### config.mk
export PLATFORM = sky130hd
export DESIGN_NAME = spi_ram_master_ctrl
export DESIGN_NICKNAME = d
export VERILOG_FILES = /design/src/rtl/spi_ram_master_ctrl.sv
export SDC_FILE = /design/constraint.sdc
export NUM_CORES = 1
export LEC_CHECK = 0
export ABC_AREA = 1
export ABC_CLOCK_PERIOD_IN_PS = 1600
export CORE_UTILIZATION = 47
export DETAILED_ROUTE_END_ITERATION = 10
export PLACE_DENSITY = 0.76
export SYNTH_ARGS = -nofsm -noshare
export SYNTH_HDL_FRONTEND = slang
export SYNTH_SLANG_ARGS = --single-unit
### constraint.sdc
create_clock -name clk -period 1.6 [get_ports clk]
set_input_delay 0.32 -clock clk [delete_from_list [all_inputs] [get_ports clk]]
set_output_delay 0.32 -clock clk [all_outputs]
set_load 0.05 [all_outputs]
### src/rtl/spi_ram_master_ctrl.sv
// SPI RAM master: turns one host request into an address frame plus a data frame.
// Optional build macro SPI_CTRL_ADDR_CACHE_EN skips the address frame on a repeated address.
module spi_ram_master_ctrl #(
  parameter int IDLE_GAP = 1
) (
  input  logic       clk,
  input  logic       rst,
  input  logic       req_valid,
  output logic       req_ready,
  input  logic       req_rw,
  input  logic [7:0] req_addr,
  input  logic [7:0] req_wdata,
  output logic       rsp_valid,
  output logic [7:0] rsp_rdata,
  output logic       busy,
  output logic       SS_n,
  output logic       MOSI,
  input  logic       MISO
);

  typedef enum logic [2:0] {
    S_IDLE,
    S_SEL,
    S_SHIFT,
    S_TAIL,
    S_TURN,
    S_RX,
    S_GAP
  } state_t;

  state_t      state;
  state_t      state_n;
  logic [3:0]  bit_cnt;
  logic [3:0]  gap_cnt;
  logic        data_phase;
  logic        rw_q;
  logic [7:0]  addr_q;
  logic [7:0]  wdata_q;
  logic [6:0]  rx_sh;
  logic [1:0]  cmd;
  logic [7:0]  payload;
  logic [10:0] frame;
  logic        hit;

`ifdef SPI_CTRL_ADDR_CACHE_EN
  logic [7:0] wr_cache_addr;
  logic [7:0] rd_cache_addr;
  logic       wr_cache_vld;
  logic       rd_cache_vld;

  // A hit means the slave already holds this address for this kind of access.
  always_comb begin
    hit = 1'b0;
    if (req_rw)
      hit = rd_cache_vld && (rd_cache_addr == req_addr);
    else
      hit = wr_cache_vld && (wr_cache_addr == req_addr);
  end

  // The cache is only committed once an address frame has fully gone out.
  always_ff @(posedge clk) begin
    if (rst) begin
      wr_cache_addr <= 8'h00;
      rd_cache_addr <= 8'h00;
      wr_cache_vld  <= 1'b0;
      rd_cache_vld  <= 1'b0;
    end else if (state == S_TAIL && !data_phase) begin
      if (rw_q) begin
        rd_cache_addr <= addr_q;
        rd_cache_vld  <= 1'b1;
      end else begin
        wr_cache_addr <= addr_q;
        wr_cache_vld  <= 1'b1;
      end
    end
  end
`else
  assign hit = 1'b0;
`endif

  // Frame word is {cmd[1], cmd, payload}; cmd[0] marks the data frame.
  always_comb begin
    cmd = {rw_q, data_phase};
    if (!data_phase)
      payload = addr_q;
    else if (rw_q)
      payload = 8'h00;
    else
      payload = wdata_q;
    frame = {cmd[1], cmd, payload};
  end

  always_ff @(posedge clk) begin
    if (rst)
      state <= S_IDLE;
    else
      state <= state_n;
  end

  always_comb begin
    state_n = state;
    SS_n    = 1'b1;
    MOSI    = 1'b0;
    case (state)
      S_IDLE: begin
        if (req_valid)
          state_n = S_SEL;
      end
      S_SEL: begin
        SS_n    = 1'b0;
        state_n = S_SHIFT;
      end
      S_SHIFT: begin
        SS_n = 1'b0;
        MOSI = frame[4'd10 - bit_cnt];
        if (bit_cnt == 4'd10)
          state_n = (data_phase && rw_q) ? S_TURN : S_TAIL;
      end
      S_TAIL: begin
        SS_n    = 1'b0;
        state_n = S_GAP;
      end
      S_TURN: begin
        SS_n    = 1'b0;
        state_n = S_RX;
      end
      S_RX: begin
        SS_n = 1'b0;
        if (bit_cnt == 4'd7)
          state_n = S_GAP;
      end
      S_GAP: begin
        if (gap_cnt <= 4'd1)
          state_n = data_phase ? S_IDLE : S_SEL;
      end
      default: state_n = S_IDLE;
    endcase
  end

  // Datapath: request capture, bit/gap counters and the MISO shift register.
  always_ff @(posedge clk) begin
    if (rst) begin
      bit_cnt    <= 4'd0;
      gap_cnt    <= 4'd0;
      data_phase <= 1'b0;
      rw_q       <= 1'b0;
      addr_q     <= 8'h00;
      wdata_q    <= 8'h00;
      rx_sh      <= 7'd0;
      rsp_valid  <= 1'b0;
      rsp_rdata  <= 8'h00;
    end else begin
      rsp_valid <= 1'b0;
      case (state)
        S_IDLE: begin
          if (req_valid) begin
            rw_q       <= req_rw;
            addr_q     <= req_addr;
            wdata_q    <= req_wdata;
            data_phase <= hit;
          end
        end
        S_SEL: bit_cnt <= 4'd0;
        S_SHIFT: begin
          if (bit_cnt == 4'd10)
            bit_cnt <= 4'd0;
          else
            bit_cnt <= bit_cnt + 4'd1;
        end
        S_TAIL: gap_cnt <= 4'(IDLE_GAP);
        S_TURN: bit_cnt <= 4'd0;
        S_RX: begin
          rx_sh <= {rx_sh[5:0], MISO};
          if (bit_cnt == 4'd7) begin
            rsp_rdata <= {rx_sh, MISO};
            rsp_valid <= 1'b1;
            gap_cnt   <= 4'(IDLE_GAP);
            bit_cnt   <= 4'd0;
          end else begin
            bit_cnt <= bit_cnt + 4'd1;
          end
        end
        S_GAP: begin
          gap_cnt <= gap_cnt - 4'd1;
          if (gap_cnt <= 4'd1)
            data_phase <= 1'b1;
        end
        default: bit_cnt <= 4'd0;
      endcase
    end
  end

  assign req_ready = (state == S_IDLE);
  assign busy      = ~req_ready;

endmodule

==> results.yml, run 1 <==
status:
  outcome: "finished, violations left"
  violations: "setup timing"
clock_tree:
  cts.htree.levels: 2
  cts_tree: "built"
  cts_buffers: 5
  cts_hold_buf: 0
  clk_pin_slew_ns: 0.08
  clock-sinks: 45
  clockBufferDepth: 2
  cts_root_buffer: "clkbuf_8"
  worst_skew_pair.late_latency_ns: 0.30
critical_path:
  worst-path-max-fanout: 6
  crit_buf_inv: 3
  crit_arrival_ns: 1.74
  slowest_stage: "dfxtp_2"
  cp.required_ns: 1.28
  crit_family: "compound AO/OA/AOI/OAI gates"
  r2r.worst_path.cells: 7
  path_cells: "inv_2, ha_4, inv_2, nand2_2, nand3_2, o21ai_1, a21o_1, nand2_2, a21oi_4, buf_12"
  rr_startpoint: "bit_cnt[1]"
  reg2reg_slack_ns: 0.08
  critPathKind: "flop to output pin"
  endpoint_kind: "output pin"
  cp-start-kind: "flop"
  r2r_end: "gap_cnt[3]"
  cp_slowest_stage_delay_ns: 0.35
placement:
  dpl_cell_area_um2: 2610
  port_buffers: 33
  hpwl_um: 3250
  place_congestion: 0.895
  dp_cells: 382
grt:
  grt_pass1_wl_um: 7730
  grt_max_degree: 29
  grt_usage_pct: 22.3
  antenna_found_initial: 0
  first_global_vias: 1826
  grt-ovfl-total: 0
yosys:
  synth_cell_types: 24
  avgSynthCellArea_um2: 7.14
  synth.net_count: 317
  synth-seq-area-share_pct: 43.2
  synthCells: 292
  yosys_warnings: 0
  synth-seq-cells: 45
  synthesis.area_um2: 2080
timing:
  finalHoldViolCount: 0
  fin_hold_ws_ns: 0.455
  fmax_mhz: 485
  setup_viol: 1
  setup_ws_ns: -0.463
  period_minus_slack_ns: 2.06
  clock-skew-final_ns: 0.00227
  slew_violations: 0
  worst_pin_slew_ns: 0.290
  max_slew_margin_pct: 80.6
  post-route-period-util_pct: 129
  rsz0062_at_grt: "yes"
routing:
  via_per_inst: 5.02
  drtIter0Drc: 146
  ant_nets: 0
  post-route-drc-count: 0
  avgRoutedWirePerCell_um: 12.2
  vias: 1986
  drt_wl_total_um: 4810
  drtPass1Iterations: 4
die:
  core.rowCount: 23
  die_h_um: 68.6
  start_util_pct: 50.7
  dieArea_um2: 4710
  fp.dieW_um: 68.6
  core-area_um2: 4120
  pin_count: 34
finish:
  drive_gt1_share_pct: 23.7
  finalNetCount: 370
  diodes: 0
  multi_input_area_um2: 1070
  synthToLayoutAreaGrowth_pct: 35.9
  fill_cells: 358
  register_area_um2: 911
  fin_cells: 396
  design_area_um2: 2830
min_path:
  min_from: "addr_q[7]"
  hold_depth: 2
  holdCritPathClass: "flop to flop"
  holdPathEnd: "addr_q[7]"
power:
  pwr_density_cell_nw_per_um2: 1590
  vdd_drop_max_mv: 1.14
  p_leak_nw: 1.22
flow_run:
  cap_viol_max_count: 0
[through the flow]
| step | worst slack [ns] | util, % | power (mW) | setup TNS [ns] |
|---|---|---|---|---|
| 6_report | -0.463 | 68.8 | 4.50 | -0.463 |
| 3_5_place_dp | -0.239 | 63.3 | 3.34 | -0.312 |
| 2_1_floorplan | -0.261 | - | 2.72 | -1.10 |
| 3_3_place_gp | -0.187 | 63.3 | 3.31 | -0.238 |
| 5_1_grt | -0.572 | 68.8 | 4.79 | -0.621 |
| 4_1_cts | -0.461 | 68.2 | 4.45 | -0.461 |
[flip-flops by register name, summed over array words and instances (netlist names)]
signal,count
bit_cnt,4
wdata_q,8
rsp_rdata,8
data_phase,1
rsp_valid,1
addr_q,8
rx_sh,7
state,3
gap_cnt,4
rw_q,1
[worst reg2reg max path: cells and delay by family (launching register included)]
kind          cells  cell delay [ns]
xor+xnor          1             0.14
flops             1             0.39
fa+ha+maj         1             0.25
simple gates      5             0.63
[report_power, final]
part | internal (mW) | leakage, nW | switching, mW
sequential | 1.36 | 0.369 | 0.136
combinational | 0.859 | 0.780 | 1.20
clock | 0.558 | 0.0663 | 0.394
total | 2.77 | 1.22 | 1.73
[placed cells by master (no fill, tap or decap), types with 4 or more instances in the layout]
cell type / synthesis / layout
nand2_1: 61 / 55
dfxtp_1: 45 / 41
a21oi_1: 34 / 33
inv_1: 38 / 32
buf_4: 1 / 31
o21ai_0: 29 / 27
nand3_1: 22 / 20
clkdlybuf4s50_1: 0 / 20
nor2_1: 20 / 18
inv_2: 3 / 7
o21ai_1: 5 / 7
nor2_2: 3 / 5
nand2_2: 2 / 5
clkbuf_8: 0 / 5
nor2_4: 4 / 4
[layout make-up]
class                           instances  share of cell area (%)
Timing Repair Buffer                   55                    17.8
Inverter                               41                    5.65
Sequential cell                        45                    32.2
Tap cell                               50                    2.21
Multi-Input combinational cell        197                    37.6
Clock inverter                          2                    1.24
Clock buffer                            6                    3.31
[metal layers]
layer	up-vias	global-route usage (%)	part of all wire, %
li1	1037	-	-
met5	-	0	0
met4	0	10.7	1.7
met3	9	4.11	4.2
met1	899	25.8	44
met2	41	39.3	50
[cell families after synthesis]
family / Yosys count / share of synthesized area, %
AND/OR/NAND/NOR: 114 / 24.3
AO/OA/AOI/OAI: 73 / 18.2
buffers and inverters: 50 / 9.30
flip-flops: 45 / 43.2
XOR/XNOR: 6 / 2.52
adder cells (fa/ha/maj): 4 / 2.40
[cells in the mapped netlist, drive strengths merged]
library cell | n | area (um2)
a21o | 1 | 7.51
a21oi | 34 | 170
buf | 2 | 12.5
clkbuf | 7 | 27.5
dfxtp | 45 | 901
ha | 4 | 50.1
inv | 41 | 154
nand2 | 63 | 241
nand3 | 23 | 120
nor2 | 27 | 139
o211ai | 2 | 15.0
o21ai | 36 | 188
or2 | 1 | 6.26
xnor2 | 2 | 17.5
xor2 | 4 | 35.0
[worst max-delay path by stage]
stage               slack, ns  endpoint  cells after the start       start
floorplan               -0.26      SS_n                      5    state[0]
global placement        -0.19      MOSI                     10  bit_cnt[0]
detailed placement      -0.24      MOSI                     10  bit_cnt[0]
CTS                     -0.46      MOSI                     10  bit_cnt[0]
global route            -0.57      MOSI                     10  bit_cnt[0]
finish                  -0.46      MOSI                     10  bit_cnt[0]
[what timing repair did]
action | in CTS | in global routing
endpoints found under the setup margin | 3 | 18
setup buffers | 6 | 0
pin swaps | 7 | 3
cloned | 0 | 0
gates resized for setup | 10 | 9
No activity file was read; power rests on OpenSTA's default activity.
==> run 2: changes to the inputs <==
Settings changed: GPL_ROUTABILITY_DRIVEN set to 0.
==> results of run 2 <==
No change in the layout: final DEF, timing and power equal those of run 1.
